--- config.mk ---
export PLATFORM = sky130hd
export DESIGN_NAME = instr_fetch_flat
export DESIGN_NICKNAME = d
export VERILOG_FILES = /design/src/rtl/instr_fetch_if.sv /design/src/rtl/instr_fetch.sv /design/src/flat_wrapper.sv
export SDC_FILE = /design/constraint.sdc
export NUM_CORES = 1
export LEC_CHECK = 0
export ABC_AREA = 1
export BUFFER_PORTS_ARGS = -buffer_cell sky130_fd_sc_hd__buf_4
export CORE_MARGIN = 10
export CORE_UTILIZATION = 49
export CTS_CLUSTER_SIZE = 16
export DETAILED_ROUTE_END_ITERATION = 12
export PLACE_DENSITY_LB_ADDON = 0.08
export SETUP_SLACK_MARGIN = 0.4
export SYNTH_ARGS = -nofsm -noshare
export SYNTH_HDL_FRONTEND = slang
export SYNTH_SLANG_ARGS = --single-unit
--- constraint.sdc ---
create_clock -name clk -period 1.4 [get_ports clk]
set_input_delay 0.28 -clock clk [delete_from_list [all_inputs] [get_ports clk]]
set_output_delay 0.28 -clock clk [all_outputs]
set_load 0.01 [all_outputs]
--- src/rtl/instr_fetch_if.sv ---
// Bundles the instruction-memory request/ack bus and the fetch-to-decode handshake.
// The fetch stage takes the master modport; memory and decode together take the slave modport.
interface instr_fetch_if #(
   parameter int PC_W = 8
);
   logic            imem_req;
   logic [PC_W-1:0] imem_addr;
   logic            imem_ack;
   logic [7:0]      imem_rdata;
   logic            instr_valid;
   logic            instr_ready;
   logic [1:0]      op;
   logic [1:0]      rs;
   logic [1:0]      rt;
   logic [1:0]      rd_imm;
   logic [PC_W-1:0] instr_pc;

   modport master (
      output imem_req, imem_addr, instr_valid, op, rs, rt, rd_imm, instr_pc,
      input  imem_ack, imem_rdata, instr_ready
   );

   modport slave (
      input  imem_req, imem_addr, instr_valid, op, rs, rt, rd_imm, instr_pc,
      output imem_ack, imem_rdata, instr_ready
   );
endinterface

--- src/rtl/instr_fetch.sv ---
// Fetch stage: holds the PC, fetches one instruction at a time over req/ack,
// and holds it in the instruction register until decode accepts it or a branch flushes it.
module instr_fetch #(
   parameter int              PC_W     = 8,
   parameter logic [PC_W-1:0] RESET_PC = '0
) (
   input  logic            clk,
   input  logic            reset,
   input  logic            run,
   input  logic            redirect,
   input  logic [PC_W-1:0] redirect_pc,
   instr_fetch_if.master   bus
);

   typedef enum logic [1:0] {
      IDLE,
      REQ,
      FULL
   } state_t;

   state_t          state_q, state_d;
   logic [PC_W-1:0] pc_q, pc_d;
   logic [7:0]      ir_q, ir_d;
   logic [PC_W-1:0] instr_pc_q, instr_pc_d;

   always_ff @(posedge clk or posedge reset) begin
      if (reset) begin
         state_q    <= IDLE;
         pc_q       <= RESET_PC;
         ir_q       <= 8'h00;
         instr_pc_q <= '0;
      end else begin
         state_q    <= state_d;
         pc_q       <= pc_d;
         ir_q       <= ir_d;
         instr_pc_q <= instr_pc_d;
      end
   end

   // A redirect outranks both the memory ack and the decode handshake, so an
   // ack or accept landing in the same cycle is simply ignored.
   always_comb begin
      state_d    = state_q;
      pc_d       = pc_q;
      ir_d       = ir_q;
      instr_pc_d = instr_pc_q;

      case (state_q)
         IDLE: begin
            if (redirect) begin
               pc_d = redirect_pc;
            end
            if (run) begin
               state_d = REQ;
            end
         end
         REQ: begin
            if (redirect) begin
               pc_d    = redirect_pc;
               state_d = run ? REQ : IDLE;
            end else if (bus.imem_ack) begin
               ir_d       = bus.imem_rdata;
               instr_pc_d = pc_q;
               pc_d       = pc_q + PC_W'(1);
               state_d    = FULL;
            end
         end
         FULL: begin
            if (redirect) begin
               pc_d    = redirect_pc;
               state_d = run ? REQ : IDLE;
            end else if (bus.instr_ready) begin
               state_d = run ? REQ : IDLE;
            end
         end
         default: begin
            state_d = IDLE;
         end
      endcase
   end

   assign bus.imem_req    = (state_q == REQ);
   assign bus.imem_addr   = pc_q;
   assign bus.instr_valid = (state_q == FULL);
   assign bus.op          = ir_q[7:6];
   assign bus.rs          = ir_q[5:4];
   assign bus.rt          = ir_q[3:2];
   assign bus.rd_imm      = ir_q[1:0];
   assign bus.instr_pc    = instr_pc_q;

endmodule
--- src/flat_wrapper.sv ---
// flat-port wrapper written by rule: the top's interface ports become plain ports
module instr_fetch_flat 
#(
   parameter int              PC_W     = 8,
   parameter logic [PC_W-1:0] RESET_PC = '0
)
  (clk, reset, run, redirect, redirect_pc, bus_imem_req, bus_imem_addr, bus_instr_valid, bus_op, bus_rs, bus_rt, bus_rd_imm, bus_instr_pc, bus_imem_ack, bus_imem_rdata, bus_instr_ready);
  instr_fetch_if #(.PC_W(PC_W)) bus_i ();
  input  logic clk;
  input  logic reset;
  input  logic run;
  input  logic redirect;
  input  logic [PC_W-1:0] redirect_pc;
  output wire logic [$bits(bus_i.imem_req)-1:0] bus_imem_req;
  output wire logic [$bits(bus_i.imem_addr)-1:0] bus_imem_addr;
  output wire logic [$bits(bus_i.instr_valid)-1:0] bus_instr_valid;
  output wire logic [$bits(bus_i.op)-1:0] bus_op;
  output wire logic [$bits(bus_i.rs)-1:0] bus_rs;
  output wire logic [$bits(bus_i.rt)-1:0] bus_rt;
  output wire logic [$bits(bus_i.rd_imm)-1:0] bus_rd_imm;
  output wire logic [$bits(bus_i.instr_pc)-1:0] bus_instr_pc;
  input wire logic [$bits(bus_i.imem_ack)-1:0] bus_imem_ack;
  input wire logic [$bits(bus_i.imem_rdata)-1:0] bus_imem_rdata;
  input wire logic [$bits(bus_i.instr_ready)-1:0] bus_instr_ready;
  assign bus_imem_req = bus_i.imem_req;
  assign bus_imem_addr = bus_i.imem_addr;
  assign bus_instr_valid = bus_i.instr_valid;
  assign bus_op = bus_i.op;
  assign bus_rs = bus_i.rs;
  assign bus_rt = bus_i.rt;
  assign bus_rd_imm = bus_i.rd_imm;
  assign bus_instr_pc = bus_i.instr_pc;
  assign bus_i.imem_ack = bus_imem_ack;
  assign bus_i.imem_rdata = bus_imem_rdata;
  assign bus_i.instr_ready = bus_instr_ready;
  instr_fetch #(.PC_W(PC_W), .RESET_PC(RESET_PC)) u_core (.clk(clk), .reset(reset), .run(run), .redirect(redirect), .redirect_pc(redirect_pc), .bus(bus_i));
endmodule
==> metrics.txt <==
Seq/Total Area, Yosys 48.1%; routed len/inst 21.7 um; f_max 0.710 GHz; combinational share of power 62.6%; diode count 0; DR iter-0 viols 209; number of setup violations in the final report 1; # IOs 48; WP data arrival 1.13 ns; Synth Instances 165; Die Y 72.5 um; cell internal pwr 3.21 mW; Cell Pwr Density 2330 mW/mm^2; worst hold path class in2reg; GP Congestion 0.797; Sw Pwr 2.42 mW; cells along the critical path inv_2 -> nor2_4 -> buf_6; drt drc 0; Worst setup SP type flip-flop; synth warn 0; Rel. slew slack 77.2%; commonest non-fill, non-tap cell in the layout buf_4; WP data required 1.12 ns; library cells used by synthesis 17; Design Power 5.63 mW; Placement Setup Slack 0.125 ns; Max Slew Vio Count 0; number of antenna-violating nets in the routed design 0; initial antenna violation count 0; final wirelength 5970 um; vias in the first global route 1464; CTS H-tree lvls 1; Die ar. 0.00526 sq mm; Overall Global Routing Usage 16.0%; unrepaired setup endpoints after global routing yes; Synth Net Count 188; largest fanout on the critical path 4; Final min period 1.41 ns; GR Overflow Total 0; CP Capture Type output pin; leakage 1.21 nW; HPWL Detailed 2690 um; Root Driver clkbuf_4; most frequent cells in the layout buf_4, buf_6, nand2_1; layout cells sized above 1 58.8%; first-pass GRT wire length 6890 um; syn avg cell area 8.20 sq um; Max Cap Viol 0; sw frac 43.1%; Final nets 269; vias per inst 5.92; post-route setup slack -0.00841 ns; Final Cycle Share 101%; final hold viol count 0; Syn-to-layout area delta 78.4%; Die X 72.5 um; Tightest Pin Transition 0.342 ns; flops & latches, synth 26; largest net degree at the start of global routing 27; critical path's largest stage delay 0.46 ns; CTS clk-pin slew, worst paths 0.17 ns; status complete, but fails checks; Clock Path Buffers 2; CTS tree built; Initial DRT Pass Iterations 8; crit-path leading delay family flip-flops; kind of critical path reg2out; clock share of power 10.1%; Starting Density 53.1%; area of the core 0.00254 sq mm; worst path bufs/invs 2; VDD IR-drop max 0.00219 V; total number of vias 1627; failing checks setup timing; Worst-Skew Late Latency 0.35 ns; Sink Count 26; Clock Skews 0.00309 ns; Reg power frac 27.3%; Slowest cell on crit path dfrtp_2; Post-Syn Area 0.00135 sq mm; IO buf count 47; TritonCTS buffer count 3; cell row count 18
sequential cells by signal, summed over array words and instances (netlist names):
register	flops
u_core.bus.instr_pc	8
u_core.bus.imem_addr	8
u_core.state_q	2
u_core.ir_q	8
final timing paths:
check | end | slack, ns | depth (start not counted) | startpoint
min | u_core.state_q[0]$_DFFE_PP0P_ | 0.13 | 2 | bus_imem_ack
max reg2reg | u_core.bus.instr_pc[7]$_DFFE_PP0P_ | 0.02 | 6 | u_core.state_q[0]$_DFFE_PP0P_
max | bus_imem_req | -0.008 | 3 | u_core.state_q[0]$_DFFE_PP0P_
min reg2reg | u_core.state_q[0]$_DFFE_PP0P_ | 0.59 | 1 | u_core.state_q[1]$_DFFE_PP0P_
max in group asynchronous | u_core.bus.imem_addr[0]$_DFFE_PP0P_ | 0.59 | 4 | reset
min in group asynchronous | u_core.ir_q[3]$_DFFE_PP0P_ | 0.54 | 4 | reset
stage by stage:
step | TNS, ns | cell area, sq um | utilization, % | hold WS (ns) | cells
6_report | -0.00841 | 2410 | 94.8 | 0.133 | 275
5_1_grt | -0.300 | 2410 | 94.8 | 0.143 | 275
4_1_cts | 0 | 2160 | 84.8 | 0.152 | 266
2_1_floorplan | 0 | 1400 | - | 0.320 | 165
3_3_place_gp | 0 | 1770 | 69.4 | 0.356 | 241
3_5_place_dp | 0 | 1770 | 69.4 | 0.363 | 241
final cells by class:
type / count / area, sq um
sequential: 26 / 657
multi-input combinational: 111 / 772
tap: 30 / 37.5
timing repair buffer: 80 / 792
clock buffer: 3 / 22.5
fill: 68 / 133
inverter: 24 / 101
clock inverter: 1 / 30.0
worst register-to-register path, stage by stage, from the launching register on:
cell	delay, ns
dfrtp_2	0.46
inv_2	0.08
nor2_4	0.13
buf_6	0.11
nand3_4	0.15
clkbuf_16	0.24
o21ai_2	0.16
routing by layer:
metal  share of wire (%)  up-vias  GRT usage (%)  wire length, um
li1                    -      679              -                -
met1                  36      773           18.4             2150
met2                  49      136           27.8             2940
met3                 8.9       39           4.08              533
met4                 5.6        0           5.70              336
met5                   0        -              0                0
cells by family (layout without fill, tap and decap cells):
| kind of cell | count (synthesis) | after routing | synth area share [%] |
|---|---|---|---|
| AO/OA/AOI/OAI | 28 | 28 | 15.3 |
| adder cells (fa/ha/maj) | 1 | 1 | 0.925 |
| buffers and inverters | 28 | 108 | 9.99 |
| flip-flops | 26 | 26 | 48.1 |
| AND/OR/NAND/NOR | 82 | 82 | 25.7 |
cell usage after synthesis:
library cell	count	area, sq um
dfrtp_1	26	651
nor2_1	20	75.1
inv_1	21	78.8
o22ai_1	1	6.26
a31oi_1	1	6.26
o21ai_2	16	140
o21ai_1	1	5.00
nand3_1	11	55.1
nand2_2	2	12.5
inv_2	3	11.3
nor2_4	1	11.3
o21ai_0	8	40.0
buf_6	4	45.0
ha_1	1	12.5
nand2_1	47	176
o32ai_1	1	8.76
nand3_4	1	17.5
repair_timing:
action                                 CTS  global route
setup buffers                           19             7
endpoints found under the hold margin   26             0
hold buffers                             1             0
setup endpoints to repair               52            52
cloned                                   1             2
pin swaps                                2            10
gates resized for setup                 45            38
power groups by stage:
| stage | Clock [mW] | Combinational [mW] | Sequential [mW] |
|---|---|---|---|
| 4_1_cts | 0.538 | 2.80 | 1.43 |
| 3_3_place_gp | 0 | 1.89 | 1.46 |
| 6_report | 0.568 | 3.53 | 1.54 |
| 3_5_place_dp | 0 | 1.95 | 1.49 |
| 2_1_floorplan | 0 | 0.986 | 1.59 |
| 5_1_grt | 0.574 | 3.73 | 1.56 |
No activity file was read; power rests on OpenSTA's default activity.
